===== config.mk =====
export PLATFORM = sky130hd
export DESIGN_NAME = puf_challenge_evaluator
export DESIGN_NICKNAME = d
export VERILOG_FILES = /design/src/rtl/puf_challenge_evaluator.sv
export SDC_FILE = /design/constraint.sdc
export NUM_CORES = 1
export LEC_CHECK = 0
export BUFFER_PORTS_ARGS = -buffer_cell sky130_fd_sc_hd__buf_4
export CAP_MARGIN = 5
export CORE_ASPECT_RATIO = 0.5
export CORE_MARGIN = 5
export CORE_UTILIZATION = 35
export CTS_CLUSTER_SIZE = 40
export DETAILED_ROUTE_END_ITERATION = 6
export GPL_ROUTABILITY_DRIVEN = 0
export HOLD_SLACK_MARGIN = 0.06
export PLACE_DENSITY_LB_ADDON = 0.2
export SYNTH_ARGS = -nofsm -noshare
export SYNTH_HDL_FRONTEND = slang
export SYNTH_SLANG_ARGS = --single-unit

===== constraint.sdc =====
create_clock -name clk -period 5 [get_ports clk]
set_clock_uncertainty 0.15 [all_clocks]
set_input_delay 0.5 -clock clk [delete_from_list [all_inputs] [get_ports clk]]
set_output_delay 0.5 -clock clk [all_outputs]
set_load 0.05 [all_outputs]

===== src/rtl/puf_challenge_evaluator.sv =====
// Reseeds the scrambler, then for each response bit runs VOTES req/ack evaluations and majority-votes them.
// Latency 1+RESP_W*(2*VOTES+1) cycles with a zero-wait PUF; holds resp until resp_ready, aborts on PUF timeout.
module puf_challenge_evaluator #(
   parameter int CHAL_W  = 8,
   parameter int RESP_W  = 8,
   parameter int VOTES   = 3,
   parameter int TIMEOUT = 64
) (
   input  logic              clk,
   input  logic              rst,
   input  logic              start,
   input  logic [CHAL_W-1:0] seed,
   output logic [CHAL_W-1:0] scr_seed,
   output logic              scr_rst,
   input  logic [CHAL_W-1:0] chal_in,
   output logic [CHAL_W-1:0] puf_chal,
   output logic              puf_req,
   input  logic              puf_ack,
   input  logic              puf_bit,
   output logic [RESP_W-1:0] resp,
   output logic              resp_valid,
   input  logic              resp_ready,
   output logic              busy,
   output logic              timeout_err
);

   localparam int VW = $clog2(VOTES + 1);
   localparam int BW = $clog2(RESP_W + 1);
   localparam int TW = $clog2(TIMEOUT + 1);
   localparam logic [VW-1:0] HALF = VW'(VOTES / 2);

   typedef enum logic [2:0] {
      S_IDLE, S_SEED, S_ISSUE, S_WAIT, S_REARM, S_VOTE, S_OUT
   } state_t;

   state_t state_q, state_d;

   logic [CHAL_W-1:0] scr_seed_q, scr_seed_d;
   logic [CHAL_W-1:0] puf_chal_q, puf_chal_d;
   logic [RESP_W-1:0] resp_q, resp_d;
   logic              scr_rst_q, scr_rst_d;
   logic              puf_req_q, puf_req_d;
   logic              resp_valid_q, resp_valid_d;
   logic              busy_q, busy_d;
   logic              terr_q, terr_d;
   logic [VW-1:0]     vote_cnt_q, vote_cnt_d, ones_q, ones_d, vote_nxt;
   logic [BW-1:0]     bit_cnt_q, bit_cnt_d, bit_nxt;
   logic [TW-1:0]     tmo_cnt_q, tmo_cnt_d;
   logic              tmo_hit;

   assign vote_nxt = vote_cnt_q + VW'(1);
   assign bit_nxt  = bit_cnt_q + BW'(1);
   assign tmo_hit  = (tmo_cnt_q == TW'(TIMEOUT - 1));

   always_ff @(posedge clk or posedge rst) begin
      if (rst) state_q <= S_IDLE;
      else     state_q <= state_d;
   end

   always_comb begin
      state_d = state_q;
      case (state_q)
         S_IDLE:  if (start) state_d = S_SEED;
         S_SEED:  state_d = S_ISSUE;
         S_ISSUE: state_d = S_WAIT;
         S_WAIT: begin
            if (puf_ack)      state_d = (vote_nxt == VW'(VOTES)) ? S_VOTE : S_REARM;
            else if (tmo_hit) state_d = S_IDLE;
         end
         S_REARM: state_d = S_WAIT;
         S_VOTE:  state_d = (bit_nxt == BW'(RESP_W)) ? S_OUT : S_ISSUE;
         S_OUT:   if (resp_ready) state_d = S_IDLE;
         default: state_d = S_IDLE;
      endcase
   end

   // Outputs are registered from the next state so each one is valid in the cycle its state is active.
   always_comb begin
      scr_seed_d = scr_seed_q;
      puf_chal_d = puf_chal_q;
      resp_d     = resp_q;
      terr_d     = terr_q;
      vote_cnt_d = vote_cnt_q;
      ones_d     = ones_q;
      bit_cnt_d  = bit_cnt_q;
      tmo_cnt_d  = tmo_cnt_q;
      case (state_q)
         S_IDLE: begin
            if (start) begin
               scr_seed_d = seed;
               terr_d     = 1'b0;
               resp_d     = '0;
               bit_cnt_d  = '0;
            end
         end
         S_ISSUE: begin
            puf_chal_d = chal_in;
            vote_cnt_d = '0;
            ones_d     = '0;
            tmo_cnt_d  = '0;
         end
         S_WAIT: begin
            if (puf_ack) begin
               ones_d     = ones_q + VW'(puf_bit);
               vote_cnt_d = vote_nxt;
            end else if (tmo_hit) begin
               terr_d = 1'b1;
               resp_d = '0;
            end else begin
               tmo_cnt_d = tmo_cnt_q + TW'(1);
            end
         end
         S_REARM: tmo_cnt_d = '0;
         S_VOTE: begin
            if (ones_q > HALF) resp_d = resp_q | (RESP_W'(1) << bit_cnt_q);
            bit_cnt_d = bit_nxt;
         end
         default: ;
      endcase
      scr_rst_d    = (state_d == S_SEED);
      puf_req_d    = (state_d == S_WAIT);
      resp_valid_d = (state_d == S_OUT);
      busy_d       = (state_d != S_IDLE);
   end

   always_ff @(posedge clk or posedge rst) begin
      if (rst) begin
         scr_seed_q   <= '0;
         puf_chal_q   <= '0;
         resp_q       <= '0;
         scr_rst_q    <= 1'b0;
         puf_req_q    <= 1'b0;
         resp_valid_q <= 1'b0;
         busy_q       <= 1'b0;
         terr_q       <= 1'b0;
         vote_cnt_q   <= '0;
         ones_q       <= '0;
         bit_cnt_q    <= '0;
         tmo_cnt_q    <= '0;
      end else begin
         scr_seed_q   <= scr_seed_d;
         puf_chal_q   <= puf_chal_d;
         resp_q       <= resp_d;
         scr_rst_q    <= scr_rst_d;
         puf_req_q    <= puf_req_d;
         resp_valid_q <= resp_valid_d;
         busy_q       <= busy_d;
         terr_q       <= terr_d;
         vote_cnt_q   <= vote_cnt_d;
         ones_q       <= ones_d;
         bit_cnt_q    <= bit_cnt_d;
         tmo_cnt_q    <= tmo_cnt_d;
      end
   end

   assign scr_seed    = scr_seed_q;
   assign scr_rst     = scr_rst_q;
   assign puf_chal    = puf_chal_q;
   assign puf_req     = puf_req_q;
   assign resp        = resp_q;
   assign resp_valid  = resp_valid_q;
   assign busy        = busy_q;
   assign timeout_err = terr_q;

endmodule

==> impl.org <==
** Status
- Outcome :: complete, no violations

** Run
- Max-cap violation count :: 0

** STA
- The worst pin sits at a relative slew slack of 35.4%.
- Minimum clock period :: approximately 2.2 ns
- Setup violations remaining at the end of the flow were counted as 0.
- Setup repair after global routing left no endpoint under its margin.
- Least-Margin Pin Slew :: 0.969 ns
- The final number of max-transition violations is 0.
- Setup tns final :: 0 ns
- Of the available clock period, the critical path in the final layout requires 43.3%.
- Timing-limited maximum frequency :: approximately 460 MHz
- Setup slack closes at 2.84 ns.
- Hold Fails Final Rpt :: 0

** Synthesis
- Counting distinct cell types in the post-synthesis netlist gives 36.
- The Yosys step of the flow raised 0 warnings.
- Of the post-synthesis cell area, the dominant cell type holds approximately 55%.
- The number of nets handed over by synthesis was approximately 210.
- After synthesis the netlist holds a flip-flop and latch count of 47.
- The average instance in the mapped netlist occupies 12.1 um^2.
- Leading post-synthesis cells by cell area :: sky130_fd_sc_hd__dfrtp_1 55%, sky130_fd_sc_hd__mux2_2 9.5%, sky130_fd_sc_hd__ha_1 5.8%, sky130_fd_sc_hd__a22o_1 3.3%, sky130_fd_sc_hd__nand2_1 2.8%
- The synthesized design contains 0 enable-type register cells.
- After synthesis the cells add up to 0.00214 mm^2.
- In the synthesized netlist, the number of instances is ~180.
- Largest area contributor in the synthesized netlist :: sky130_fd_sc_hd__dfrtp_1
- Leading post-synthesis cells by instance count :: 47 x sky130_fd_sc_hd__dfrtp_1, 18 x sky130_fd_sc_hd__mux2_2, 16 x sky130_fd_sc_hd__nand2_1
- Yosys instantiated no cell more often than sky130_fd_sc_hd__dfrtp_1.
- Asr flop ratio synth :: between 90% and 100%
- Synth Flop Type :: sky130_fd_sc_hd__dfrtp_1
- Share of synthesized area occupied by flip-flops and latches :: 54.9%

** Power
- Power density of the placed cells :: 662 mW/mm^2
- P_leak :: roughly 0.0013 uW
- Maximum vdd drop :: around 0.34 mV

** Clock tree
- Clock tree synthesis found a total of 47 sinks.
- Clock insertion delay at the later pin of the skew report :: approximately 0.28 ns
- TritonCTS built the clock tree.
- CTS built an H-tree with a depth of 2.
- Clock-pin transition on the worst setup and hold timing paths :: ~0.060 ns
- Post-CTS setup buffers :: 0
- Total CTS buffers :: 5
- The tree is rooted in a sky130_fd_sc_hd__clkbuf_16.
- Bufs on Longest Clock Path :: 2
- Once the clock tree was built, the resizer swapped 0 gates to a different size.
- Hold repair after CTS inserted 0 buffers.

** Routing
- Summing over every cut layer, the via total after detailed routing is 1525.
- Once detail routing completed, the nets flagged for antenna violations numbered 0.
- Detailed-route wire length :: between 4 and 5 mm
- The first detailed-routing pass took 4 iterations.
- For this run, design rule violations remaining after detail routing come to 0.
- After detailed routing, the average wire length per cell comes to 14.3 um.
- After the first detailed-routing iteration, the DRC count stood at 69.
- Number of vias per cell after detailed routing :: 4.97

** Floorplan
- Once the floorplan was initialized, standard cells occupied 35.7% of the core.
- Core footprint :: 0.00601 mm^2
- 51 I/O pins were placed.
- Die Y :: 65.3 um
- The die is approximately 120 um wide.
- The die covers just under 0.008 mm^2.
- In this run the core area contains 20 standard-cell rows.

** Global routing
- Overall fraction of global-route tracks in use :: between 10% and 20%
- Largest net degree at the start of global routing :: 48
- GRT Residual Overflow :: 0
- The initial antenna violation count came to 0.
- Wire length of the first global-routing pass :: 7.49 mm
- Vias in the first global route :: approximately 1600

** Finish
- NumNets Final :: approximately 260
- Layout area overhead :: 28.3%
- Once layout is complete, the utilization of the core stands at 45.8%.
- Final non-filler cell area :: about 0.0027 mm^2
- Fillers :: 568
- Cells with a size suffix above 1 make up 35.2% of the layout.
- N_diodes :: 0

** Worst setup path
- Worst setup EP type :: flip-flop
- Data required time of the worst path :: 5.01 ns
- Crit path max fanout :: 6
- Critical Path Start Type :: flip-flop
- At the worst endpoint, the arrival time is between 2 and 2.5 ns.
- Crit path kind :: reg2reg

** Place
- At the placement stage, the worst setup path has a slack of 2.84 ns.
- After legalization and detailed placement, the total HPWL measured 3.26 mm.
- Post-detailed-placement cell area :: 0.00259 mm^2
- During placement, the flow inserted port buffers numbering 50.

** Worst hold path
- The path class of the tightest hold or removal check is in2async.
state kept, by name, indices dropped and copies added, names as in the netlist:
signal,flops
bit_cnt_q,4
busy,1
ones_q,2
puf_chal,8
puf_req,1
resp,8
resp_valid,1
scr_rst,1
scr_seed,8
state_q,3
timeout_err,1
tmo_cnt_q,7
vote_cnt_q,2
per-layer routing:
layer | track usage (%) | vias to the layer above | part of all wire [%]
li1 | - | 739 | -
met1 | 15.2 | 762 | 46
met2 | 19.7 | 22 | 49
met3 | 4.47 | 2 | 3.7
met4 | 3.81 | 0 | 0.57
met5 | 0 | - | 0
report_power, final:
group          switching, uW  internal, uW
clock network            132           233
logic                    511           305
registers                121           517
cell families after synthesis:
logic type,Yosys count,share of synthesized area (%)
AND/OR/NAND/NOR,52,12.8
flip-flops,47,54.9
AO/OA/AOI/OAI,31,12.1
multiplexers,18,9.46
buffers and inverters,16,3.62
adder cells (fa/ha/maj),10,5.84
XOR/XNOR,3,1.23
cells in the final DEF, fill, tap and decap left out, types with 3 or more instances in the layout:
cell,n
sky130_fd_sc_hd__a21oi_1,4
sky130_fd_sc_hd__a22o_1,8
sky130_fd_sc_hd__a32o_1,3
sky130_fd_sc_hd__buf_4,52
sky130_fd_sc_hd__clkbuf_16,5
sky130_fd_sc_hd__dfrtp_1,47
sky130_fd_sc_hd__ha_1,10
sky130_fd_sc_hd__inv_1,9
sky130_fd_sc_hd__mux2_2,18
sky130_fd_sc_hd__nand2_1,16
sky130_fd_sc_hd__nand3_1,5
sky130_fd_sc_hd__nor2_1,13
sky130_fd_sc_hd__nor3_1,3
sky130_fd_sc_hd__o2bb2ai_1,4
sky130_fd_sc_hd__or4_1,3
through the flow:
| step | hold WS (ns) | power, uW | cells |
|---|---|---|---|
| global route | 0.287 | 1940 | 307 |
| floorplan | 0.320 | 1230 | 177 |
| finish | 0.284 | 1820 | 307 |
| global placement | 0.334 | 1460 | 300 |
| CTS | 0.288 | 1850 | 307 |
| detailed placement | 0.327 | 1470 | 300 |
layout make-up:
class | count | area (um^2) | area share (%)
well taps | 77 | 96.3 | 3.51
inverters | 10 | 37.5 | 1.37
flip-flops and latches | 47 | 1180 | 42.8
clock inverters | 1 | 30.0 | 1.09
multi-input cells | 114 | 888 | 32.3
repair buffers | 52 | 390 | 14.2
clock buffers | 6 | 129 | 4.69
worst max-delay path, cell delays in order, from the launching register on:
cell,delay (ns)
sky130_fd_sc_hd__dfrtp_1,0.44
sky130_fd_sc_hd__ha_1,0.25
sky130_fd_sc_hd__ha_1,0.29
sky130_fd_sc_hd__and3_4,0.16
sky130_fd_sc_hd__a211o_1,0.26
sky130_fd_sc_hd__or4_1,0.50
worst paths after layout:
check	from	end	slack (ns)	cells past startpoint
hold reg to reg	resp[4]	resp[4]	0.34	1
min in group clk	chal_in[7]	puf_chal[7]	0.30	2
setup reg to reg	bit_cnt_q[0]	busy	2.84	5
setup / recovery	bit_cnt_q[0]	busy	2.84	5
max in group asynchronous	rst	tmo_cnt_q[0]	3.80	2
hold / removal	rst	resp[5]	0.28	2
Note: power is estimated with default switching activity, not from simulation.
